[config.mk]
export PLATFORM = sky130hd
export DESIGN_NAME = capture_ctl
export DESIGN_NICKNAME = d
export VERILOG_FILES = /design/src/rtl/capture_ctl.sv
export SDC_FILE = /design/constraint.sdc
export NUM_CORES = 1
export LEC_CHECK = 0
export ABC_AREA = 1
export BUFFER_PORTS_ARGS = -buffer_cell sky130_fd_sc_hd__clkbuf_2
export CORE_MARGIN = 4
export CORE_UTILIZATION = 30
export CTS_CLUSTER_SIZE = 16
export DETAILED_ROUTE_END_ITERATION = 7
export GPL_ROUTABILITY_DRIVEN = 0
export GPL_TIMING_DRIVEN = 0
export MAX_ROUTING_LAYER = met4
export PLACE_DENSITY = 0.51
export SYNTH_ARGS = -nofsm -noshare
export SYNTH_HDL_FRONTEND = slang
export SYNTH_SLANG_ARGS = --single-unit
[constraint.sdc]
create_clock -name clk25 -period 4.7 [get_ports clk25]
set_clock_uncertainty 0.1 [all_clocks]
set_input_delay 0.235 -clock clk25 [delete_from_list [all_inputs] [get_ports clk25]]
set_output_delay 0.235 -clock clk25 [all_outputs]
set_load 0.01 [all_outputs]
[src/rtl/capture_ctl.sv]
// Trigger sequencer for the bus-capture buffer: streams snooped bus cycles to
// the capture RAM while armed, latches a masked address trigger and stops after a post-count.
module capture_ctl #(
    parameter int DEPTH_LOG2 = 9
) (
    input  logic                  clk25,
    input  logic                  res_n,
    input  logic                  bus_strobe,
    input  logic [15:0]           bus_addr,
    input  logic [15:0]           bus_dat,
    input  logic [3:0]            bus_flags,
    input  logic                  reg_wr,
    input  logic [1:0]            reg_sel,
    input  logic [15:0]           reg_wdat,
    output logic [15:0]           reg_rdat,
    output logic                  cap_wr,
    output logic [15:0]           cap_addr,
    output logic [15:0]           cap_dat,
    output logic [3:0]            cap_flags,
    output logic [1:0]            state,
    output logic [DEPTH_LOG2-1:0] trig_pos,
    output logic                  done
);

    localparam logic [1:0] ST_IDLE  = 2'd0;
    localparam logic [1:0] ST_ARMED = 2'd1;
    localparam logic [1:0] ST_POST  = 2'd2;
    localparam logic [1:0] ST_DONE  = 2'd3;

    logic [1:0]            state_q, state_d;
    logic [15:0]           trig_addr_q, trig_mask_q;
    logic [8:0]            post_cnt_q;
    logic [8:0]            remaining_q, remaining_d;
    logic [DEPTH_LOG2-1:0] idx_q, idx_d, trig_pos_q, trig_pos_d;
    logic                  pre_full_q, pre_full_d;
    logic                  force_q, force_d;
    logic                  cap_wr_q, cap_wr_d;
    logic [15:0]           cap_addr_q, cap_addr_d, cap_dat_q, cap_dat_d;
    logic [3:0]            cap_flags_q, cap_flags_d;
    logic                  done_q, done_d;

    logic                  ctrl_wr_s, arm_s, abort_s, force_wr_s;
    logic [1:0]            st_eff_s;
    logic [DEPTH_LOG2-1:0] idx_base_s;
    logic                  pre_full_base_s, force_eff_s;
    logic                  match_s, store_s, hit_s, post_last_s;

    // Decode the CTRL write; the control action is applied before a coincident strobe.
    always_comb begin
        ctrl_wr_s  = reg_wr && (reg_sel == 2'd0);
        abort_s    = ctrl_wr_s && reg_wdat[1];
        arm_s      = ctrl_wr_s && reg_wdat[0] && !reg_wdat[1];
        force_wr_s = ctrl_wr_s && reg_wdat[2];
        if (abort_s) begin
            st_eff_s = ST_IDLE;
        end else if (arm_s) begin
            st_eff_s = ST_ARMED;
        end else begin
            st_eff_s = state_q;
        end
        if (arm_s) begin
            idx_base_s      = {DEPTH_LOG2{1'b0}};
            pre_full_base_s = 1'b0;
        end else begin
            idx_base_s      = idx_q;
            pre_full_base_s = pre_full_q;
        end
        force_eff_s = ((force_q && !arm_s && !abort_s) || force_wr_s) && (st_eff_s == ST_ARMED);
        match_s     = ((bus_addr ^ trig_addr_q) & trig_mask_q) == 16'h0000;
        store_s     = bus_strobe && ((st_eff_s == ST_ARMED) || (st_eff_s == ST_POST));
        hit_s       = store_s && (st_eff_s == ST_ARMED) && (match_s || force_eff_s);
        post_last_s = store_s && (st_eff_s == ST_POST) && (remaining_q <= 9'd1);
    end

    // FSM next-state logic.
    always_comb begin
        state_d = st_eff_s;
        case (st_eff_s)
            ST_ARMED: begin
                if (hit_s) begin
                    state_d = (post_cnt_q == 9'd0) ? ST_DONE : ST_POST;
                end else begin
                    state_d = ST_ARMED;
                end
            end
            ST_POST: begin
                if (post_last_s) begin
                    state_d = ST_DONE;
                end else begin
                    state_d = ST_POST;
                end
            end
            ST_IDLE: state_d = ST_IDLE;
            ST_DONE: state_d = ST_DONE;
            default: state_d = ST_IDLE;
        endcase
    end

    // FSM output and datapath next values.
    always_comb begin
        cap_wr_d    = store_s;
        cap_addr_d  = cap_addr_q;
        cap_dat_d   = cap_dat_q;
        cap_flags_d = cap_flags_q;
        idx_d       = idx_base_s;
        pre_full_d  = pre_full_base_s;
        remaining_d = remaining_q;
        trig_pos_d  = trig_pos_q;
        force_d     = force_eff_s;
        done_d      = (state_d == ST_DONE);
        if (store_s) begin
            cap_addr_d  = bus_addr;
            cap_dat_d   = bus_dat;
            cap_flags_d = bus_flags;
            idx_d       = idx_base_s + {{(DEPTH_LOG2-1){1'b0}}, 1'b1};
            if (idx_base_s == {DEPTH_LOG2{1'b1}}) begin
                pre_full_d = 1'b1;
            end else begin
                pre_full_d = pre_full_base_s;
            end
        end else begin
            cap_wr_d = 1'b0;
        end
        if (hit_s) begin
            trig_pos_d  = idx_base_s;
            remaining_d = post_cnt_q;
            force_d     = 1'b0;
        end else if (store_s && (st_eff_s == ST_POST)) begin
            remaining_d = remaining_q - 9'd1;
        end else begin
            remaining_d = remaining_q;
        end
    end

    // FSM state register.
    always_ff @(posedge clk25 or negedge res_n) begin
        if (!res_n) begin
            state_q <= ST_IDLE;
        end else begin
            state_q <= state_d;
        end
    end

    // Sample pipeline, index and trigger bookkeeping.
    always_ff @(posedge clk25 or negedge res_n) begin
        if (!res_n) begin
            cap_wr_q    <= 1'b0;
            cap_addr_q  <= 16'h0000;
            cap_dat_q   <= 16'h0000;
            cap_flags_q <= 4'h0;
            idx_q       <= {DEPTH_LOG2{1'b0}};
            pre_full_q  <= 1'b0;
            remaining_q <= 9'd0;
            trig_pos_q  <= {DEPTH_LOG2{1'b0}};
            force_q     <= 1'b0;
            done_q      <= 1'b0;
        end else begin
            cap_wr_q    <= cap_wr_d;
            cap_addr_q  <= cap_addr_d;
            cap_dat_q   <= cap_dat_d;
            cap_flags_q <= cap_flags_d;
            idx_q       <= idx_d;
            pre_full_q  <= pre_full_d;
            remaining_q <= remaining_d;
            trig_pos_q  <= trig_pos_d;
            force_q     <= force_d;
            done_q      <= done_d;
        end
    end

    // CPU-writable trigger configuration.
    always_ff @(posedge clk25 or negedge res_n) begin
        if (!res_n) begin
            trig_addr_q <= 16'h0000;
            trig_mask_q <= 16'hFFFF;
            post_cnt_q  <= 9'h100;
        end else if (reg_wr) begin
            case (reg_sel)
                2'd1:    trig_addr_q <= reg_wdat;
                2'd2:    trig_mask_q <= reg_wdat;
                2'd3:    post_cnt_q  <= reg_wdat[8:0];
                default: trig_addr_q <= trig_addr_q;
            endcase
        end else begin
            trig_addr_q <= trig_addr_q;
        end
    end

    // Register readback mux.
    always_comb begin
        case (reg_sel)
            2'd0:    reg_rdat = {pre_full_q, 9'b0, force_q, 1'b0, 2'b0, state_q};
            2'd1:    reg_rdat = trig_addr_q;
            2'd2:    reg_rdat = trig_mask_q;
            2'd3:    reg_rdat = {7'b0, post_cnt_q};
            default: reg_rdat = 16'h0000;
        endcase
    end

    assign cap_wr    = cap_wr_q;
    assign cap_addr  = cap_addr_q;
    assign cap_dat   = cap_dat_q;
    assign cap_flags = cap_flags_q;
    assign state     = state_q;
    assign trig_pos  = trig_pos_q;
    assign done      = done_q;

endmodule

==> metrics.cfg, run 1 <==
[clock_network]
clk_path_buf_depth=2
cts_htree_levels=3
cts_tree=done
clock_latency_ps=350
clk_pin_slew_ps=80
ctsResizeCount=0
cts_buffers=9
cts_sinks=110
root_buffer=clkbuf_16

[critical_path]
endpoint=remaining_q[3]$_DFFE_PN0P_
r2r_cells=10
reg2reg_to=remaining_q[3]$_DFFE_PN0P_
cp-start-kind=input pin
crit_start=reg_sel[1]
worstPathArrival_ps=2820
critPathRequiredTime_ps=4880
crit_type=input pin to flop
r2r-start=state[0]$_DFF_PN0_
rrSetupSlack_ps=2080
crit_fanout=10
end_kind=flop

[die]
floorplan.initialDensity_pct=31.0
fp-row-count=47
die_x_um=140
die-area_um2=19600
pin_count=123
die_h_um=140
coreArea_um2=16800

[sta]
clock.fmax_mhz=379
worst_pin_slew_ps=653
finalSetupViolations=0
period_share_pct=56.1
rsz0062_at_grt=no
slew_headroom_pct=56.5
period_needed_ps=2640
tns_ps=0
drv_slew=0
hold_viol=0

[power_and_ir_drop]
vdd_drop_max_mv=0.214
power.density_nw_per_um2=500
power_w=0.00334
leakagePower_nw=3.57

[logic_synthesis]
syn-num-nets=719
ys_seq_elements=110
synthDistinctLibCells=32
ys_seq_area_share_pct=53.2
yosysWarningCount=0
syn_inst=653
syn_area_um2=5220
syn_avg_cell_area_um2=7.99

[run_status]
outcome=finished clean

[route]
drtIter0Drc=343
routed_wl_um=15300
vias=4648
drc_errors=0
drt_pass1_iterations=4
antenna_left=0
post_drt_wl_per_cell_um=14.7
vias_per_cell=4.49

[layout]
drive_above_1_share_pct=21.0
area_growth_syn_to_layout_pct=28.2
seq_area_um2=2770
layout.nets=877
diodes=0
fillers=1790
multi_input_area_um2=2130

[place]
port_buffers=122
hpwlAfterDp_um=11200

[global_routing]
antenna_found_initial=0
grt_pass1_wl_um=25000
grt_use_total_pct=16.4
grt_max_degree=64
grt_pass1_vias=4666
overflow=0

[run]
maxCapViolations=0

[min_path]
hold_path_class=input pin to flop

-- cell usage after synthesis, drive strengths merged --
cell / instances / area, µm²
nor3: 6 / 35.0
a21oi: 3 / 15.0
dfrtp: 93 / 2330
ha: 8 / 100
o211ai: 3 / 22.5
nand2: 258 / 978
xnor2: 3 / 26.3
nor2: 49 / 199
dfstp: 17 / 447
o2111ai: 1 / 8.76
buf: 6 / 36.3
nand3: 47 / 235
a22o: 6 / 52.6
clkbuf: 18 / 67.6
nand4: 6 / 43.8
o21ai: 59 / 295
nor3b: 2 / 20.0
inv: 56 / 210
xor2: 9 / 78.8
o21bai: 1 / 7.51
nor4: 2 / 12.5
-- sequential cells by signal (all words and copies together), names as in the netlist, 2 cells and up --
register	count
trig_pos	9
remaining_q	9
post_cnt_q	9
idx_q	9
cap_flags	4
cap_addr	16
trig_mask_q	16
trig_addr_q	16
cap_dat	16
state	2
-- layer usage --
| metal | vias to the layer above | wire [µm] | track usage (%) |
|---|---|---|---|
| met3 | 16 | 430 | 2.04 |
| met2 | 96 | 7080 | 25.5 |
| met5 | - | 0 | - |
| met1 | 2150 | 7440 | 22.2 |
| li1 | 2386 | - | - |
| met4 | 0 | 308 | 5.71 |
-- worst min path at each step --
| stage | from | endpoint | slack [ps] | cells past startpoint |
|---|---|---|---|---|
| floorplan | res_n | cap_addr[0]$_DFFE_PN0N_ | -160 | 0 |
| global placement | bus_dat[13] | cap_dat[13]$_DFFE_PN0N_ | 340 | 3 |
| detailed placement | res_n | cap_addr[6]$_DFFE_PN0N_ | 110 | 1 |
| CTS | reg_wdat[11] | trig_mask_q[11]$_DFFE_PN1P_ | 6 | 3 |
| global route | bus_addr[9] | cap_addr[9]$_DFFE_PN0N_ | 30 | 3 |
| finish | reg_wdat[11] | trig_mask_q[11]$_DFFE_PN1P_ | 10 | 3 |
-- cell usage in the layout (no fill, tap or decap), types with 2 or more instances in the layout --
| master | instances |
|---|---|
| nand2_1 | 256 |
| clkbuf_2 | 121 |
| dfrtp_1 | 93 |
| inv_1 | 54 |
| o21ai_0 | 52 |
| nand3_1 | 47 |
| nor2_1 | 45 |
| dlygate4sd3_1 | 24 |
| clkbuf_1 | 18 |
| dfstp_2 | 17 |
| xor2_1 | 9 |
| clkbuf_16 | 9 |
| ha_1 | 8 |
| o21ai_1 | 7 |
| a22o_1 | 6 |
| nand4_1 | 5 |
| nor3_1 | 5 |
| a21oi_1 | 3 |
| nor2_2 | 3 |
| o211ai_1 | 3 |
| xnor2_1 | 3 |
| buf_4 | 3 |
| clkbuf_8 | 3 |
| inv_2 | 2 |
| buf_2 | 2 |
| nor4_1 | 2 |
-- repair_timing --
item | 4_1_cts | 5_1_grt
setup endpoints to repair | 0 | 0
buffers inserted | 0 | 0
hold buffers | 24 | 0
endpoints found under the hold margin | 59 | 0
-- per-stage QoR --
step	utilization (%)	instances	setup WS (ps)	hold WS, ps	area [µm²]
final	39.8	1036	2060	12.1	6690
after global routing	39.8	1036	1740	30.7	6690
after CTS	39.8	1036	1950	5.58	6690
after detailed placement	36.5	996	1600	114	6140
after global placement	36.3	995	1540	343	6100
after floorplan	-	653	2480	-161	5220
-- final cells by class --
| class | instances | area share [%] |
|---|---|---|
| multi-input combinational | 463 | 31.9 |
| buffer | 24 | 1.55 |
| clock buffer | 11 | 3.78 |
| tap | 220 | 4.12 |
| clock inverter | 5 | 0.823 |
| sequential | 110 | 41.5 |
| timing repair buffer | 147 | 13.3 |
| inverter | 56 | 3.14 |
-- critical path, cell delays in order --
cell and delay, ps:
clkbuf_2 140, nor2_2 230, nand4_2 190, buf_2 250, nand3_1 150, inv_1 70, ha_1 280, nor2_2 360
nand2_1 190, clkbuf_1 270, inv_1 240, nand3_1 120, nand3_1 90
-- logic make-up after synthesis --
logic type,count (synthesis),synth area share [%]
AOI/OAI and AO/OA,73,7.70
and+or+nand+nor,370,29.2
xor gates and xnor gates,12,2.01
buffers and inverters,80,6.02
adders and majority gates,8,1.92
DFF,110,53.2
-- where the power goes --
part	total (W)	switching [W]	internal (W)
sequential	0.00146	0.000204	0.00125
clock	0.000806	0.000363	0.000443
combinational	0.00108	0.000656	0.000425
total	0.00334	0.00122	0.00212
Note: power is estimated with default switching activity, not from simulation.
==> run 2, diff against run 1 <==
--- a/config.mk
+++ b/config.mk
@@ -14,7 +14,7 @@
 export GPL_ROUTABILITY_DRIVEN = 0
 export GPL_TIMING_DRIVEN = 0
 export MAX_ROUTING_LAYER = met4
-export PLACE_DENSITY = 0.51
+export PLACE_DENSITY = 0.52
 export SYNTH_ARGS = -nofsm -noshare
 export SYNTH_HDL_FRONTEND = slang
 export SYNTH_SLANG_ARGS = --single-unit
==> constraint.sdc (replaced) <==
create_clock -name clk25 -period 2.4 [get_ports clk25]
set_clock_uncertainty 0.1 [all_clocks]
set_input_delay 0.12 -clock clk25 [delete_from_list [all_inputs] [get_ports clk25]]
set_output_delay 0.12 -clock clk25 [all_outputs]
set_load 0.01 [all_outputs]
==> metrics.cfg, run 2 (same netlist as run 1, synthesis figures left out) <==
[run_status]
outcome=finished clean

[power_and_ir_drop]
power_w=0.00645  ; +93%
p_int_w=0.00408  ; +92%
seqPwrFrac_pct=44.4  ; +0.8 points
power.density_nw_per_um2=927  ; +85%
p_clk_share_pct=21.8  ; -2.3 points
comb_power_share_pct=33.8  ; +1.5 points
p_switching_w=0.00237  ; +94%
vdd_drop_max_mv=0.424  ; +98%
switching_share_pct=36.7  ; +0.18 points
leakagePower_nw=3.68  ; +3.0%

[critical_path]
cp_num_buf_inv=3  ; -2
rrSetupSlack_ps=230  ; -1850 ps
r2r_cells=12  ; +2
path_delay_family=simple AND/OR/NAND/NOR gates
crit_slowest_cell=dfrtp_1
path_cells=inv_1 -> a21oi_4 -> inv_1 -> ha_1 -> nor2_4 -> nand2_1 -> nor2_1 -> o211ai_1 -> nor3b_1 -> inv_1 -> nand2_1 -> nor2_1
reg2reg_to=done$_DFF_PN0_
crit_path_frequent_cell=inv_1
critPathRequiredTime_ps=2580  ; -2300 ps
crit_type=flop to flop
worstPathArrival_ps=2350  ; -470 ps
r2r-start=state[0]$_DFF_PN0_
cp-start-kind=flop
crit_fanout=5  ; -5
slowest_delay_ps=410  ; +50 ps
end_kind=flop

[die]
die_h_um=140  ; unchanged
floorplan.initialDensity_pct=31.0  ; unchanged
die_x_um=140  ; unchanged
coreArea_um2=16800  ; unchanged
pin_count=123  ; unchanged
fp-row-count=47  ; unchanged
die-area_um2=19600  ; unchanged

[global_routing]
grt_pass1_wl_um=25000  ; about the same
grt.busiest_layer=met2
grtUsageMet3_pct=3.03  ; +0.99 points
antenna_found_initial=0  ; unchanged
gr-usage-met2_pct=26.6  ; +1.2 points
grt_pass1_vias=4756  ; +1.9%
grt_use_total_pct=16.5  ; +0.11 points
overflow=0  ; unchanged
grt_max_degree=75  ; +17%
grt_use_met1_pct=21.1  ; -1.2 points

[layout]
final_cells=1064  ; +2.7%
layout.nets=905  ; +3.2%
fillers=1755  ; -2.0%
drive_above_1_share_pct=21.0  ; about the same
final_common_cell=nand2_1
post-route-cell-area_um2=6950  ; +3.9%
area_growth_syn_to_layout_pct=33.2
diodes=0  ; unchanged
most-common-layout-cells=256 x nand2_1, 125 x clkbuf_2, 93 x dfrtp_1

[sta]
worst_pin_slew_ps=582  ; -71.2 ps
tns_ps=0  ; unchanged
hold_viol=0  ; unchanged
rsz0062_at_grt=no
worst_slack_ps=226  ; -1840 ps
period_share_pct=90.6
slew_headroom_pct=61.2  ; +4.7 points
drv_slew=0  ; unchanged
period_needed_ps=2170
finalSetupViolations=0  ; unchanged
clock.fmax_mhz=460

[place]
placed_area_um2=6140  ; unchanged
dp_cells=996  ; unchanged
hpwlAfterDp_um=11100  ; -0.38%
port_buffers=122  ; unchanged
dp_slack_ps=-580  ; -2180 ps

[clock_network]
clk_pin_slew_ps=70  ; about the same
clock_latency_ps=350  ; about the same
root_buffer=clkbuf_16
clk_path_buf_depth=2  ; unchanged
cts_tree=done
cts_buffers=9  ; unchanged
cts_sinks=110  ; unchanged
cts_htree_levels=3  ; unchanged

[route]
vias_per_cell=4.50  ; +0.26%
routed_wl_um=15300  ; about the same
antenna_left=0  ; unchanged
drt_pass1_iterations=5  ; +1
post_drt_wl_per_cell_um=14.4  ; -2.5%
drc_errors=0  ; unchanged
vias=4786  ; +3.0%
drtIter0Drc=292  ; -15%

[run]
maxCapViolations=0  ; unchanged

[min_path]
min_to=cap_addr[8]$_DFFE_PN0N_
hold_path_class=input pin to flop
min-delay-start=bus_addr[8]
holdPathStages=3  ; unchanged

## run 2: worst max-delay path by stage
stage	cells after the start	endpoint	startpoint
after global placement	1	cap_addr[6]$_DFFE_PN0N_	res_n
after floorplan	12	remaining_q[2]$_DFFE_PN0P_	reg_sel[1]
after CTS	13	remaining_q[4]$_DFFE_PN0P_	reg_sel[1]
final	12	done$_DFF_PN0_	state[0]$_DFF_PN0_
after detailed placement	13	remaining_q[4]$_DFFE_PN0P_	reg_sel[1]
after global routing	15	done$_DFF_PN0_	reg_sel[1]
## run 2: layer usage
layer / routed length [µm] / up-vias
met4: 294 / 0
met3: 738 / 18
met1: 7030 / 2208
li1: - / 2441
met2: 7210 / 119
met5: 0 / -
## run 2: area by class of cell
type	instances	area [µm²]	area share [%]
buffer	24	109	1.57
timing repair buffer	175	1160	16.7
sequential	110	2770	39.9
inverter	56	210	3.02
multi-input combinational	463	2150	31.0
clock buffer	13	250	3.60
clock inverter	3	20.0	0.288
tap	220	275	3.96
## run 2: worst reg2reg max path, delay by kind of cell (launching register included)
family / cells / cell delay (ps)
AOI/OAI and AO/OA: 2 / 300
adders and majority gates: 1 / 320
buffers and inverters: 3 / 210
DFF: 1 / 410
and+or+nand+nor: 6 / 750
## run 2: power by group through the flow
stage	registers, W	clock network [W]	logic (W)
5_1_grt	0.00294	0.00154	0.00250
4_1_cts	0.00286	0.00147	0.00220
2_1_floorplan	0.00299	0	0.00113
6_report	0.00286	0.00140	0.00218
3_3_place_gp	0.00288	0	0.00209
3_5_place_dp	0.00289	0	0.00212
## run 2: metrics by stage
stage               hold slack, ps  util (%)
floorplan                     -276         -
global placement               227      36.3
detailed placement           -40.7      36.5
CTS                           5.15      41.2
global route                  30.0      41.3
finish                        6.20      41.3
## run 2: timing repair
action,CTS,global route
pin swaps,0,1
gates cloned,0,0
setup buffers,0,2
hold buffers,50,0
hold endpoints to repair,163,0
resized for setup,3,9
endpoints found under the setup margin,47,23
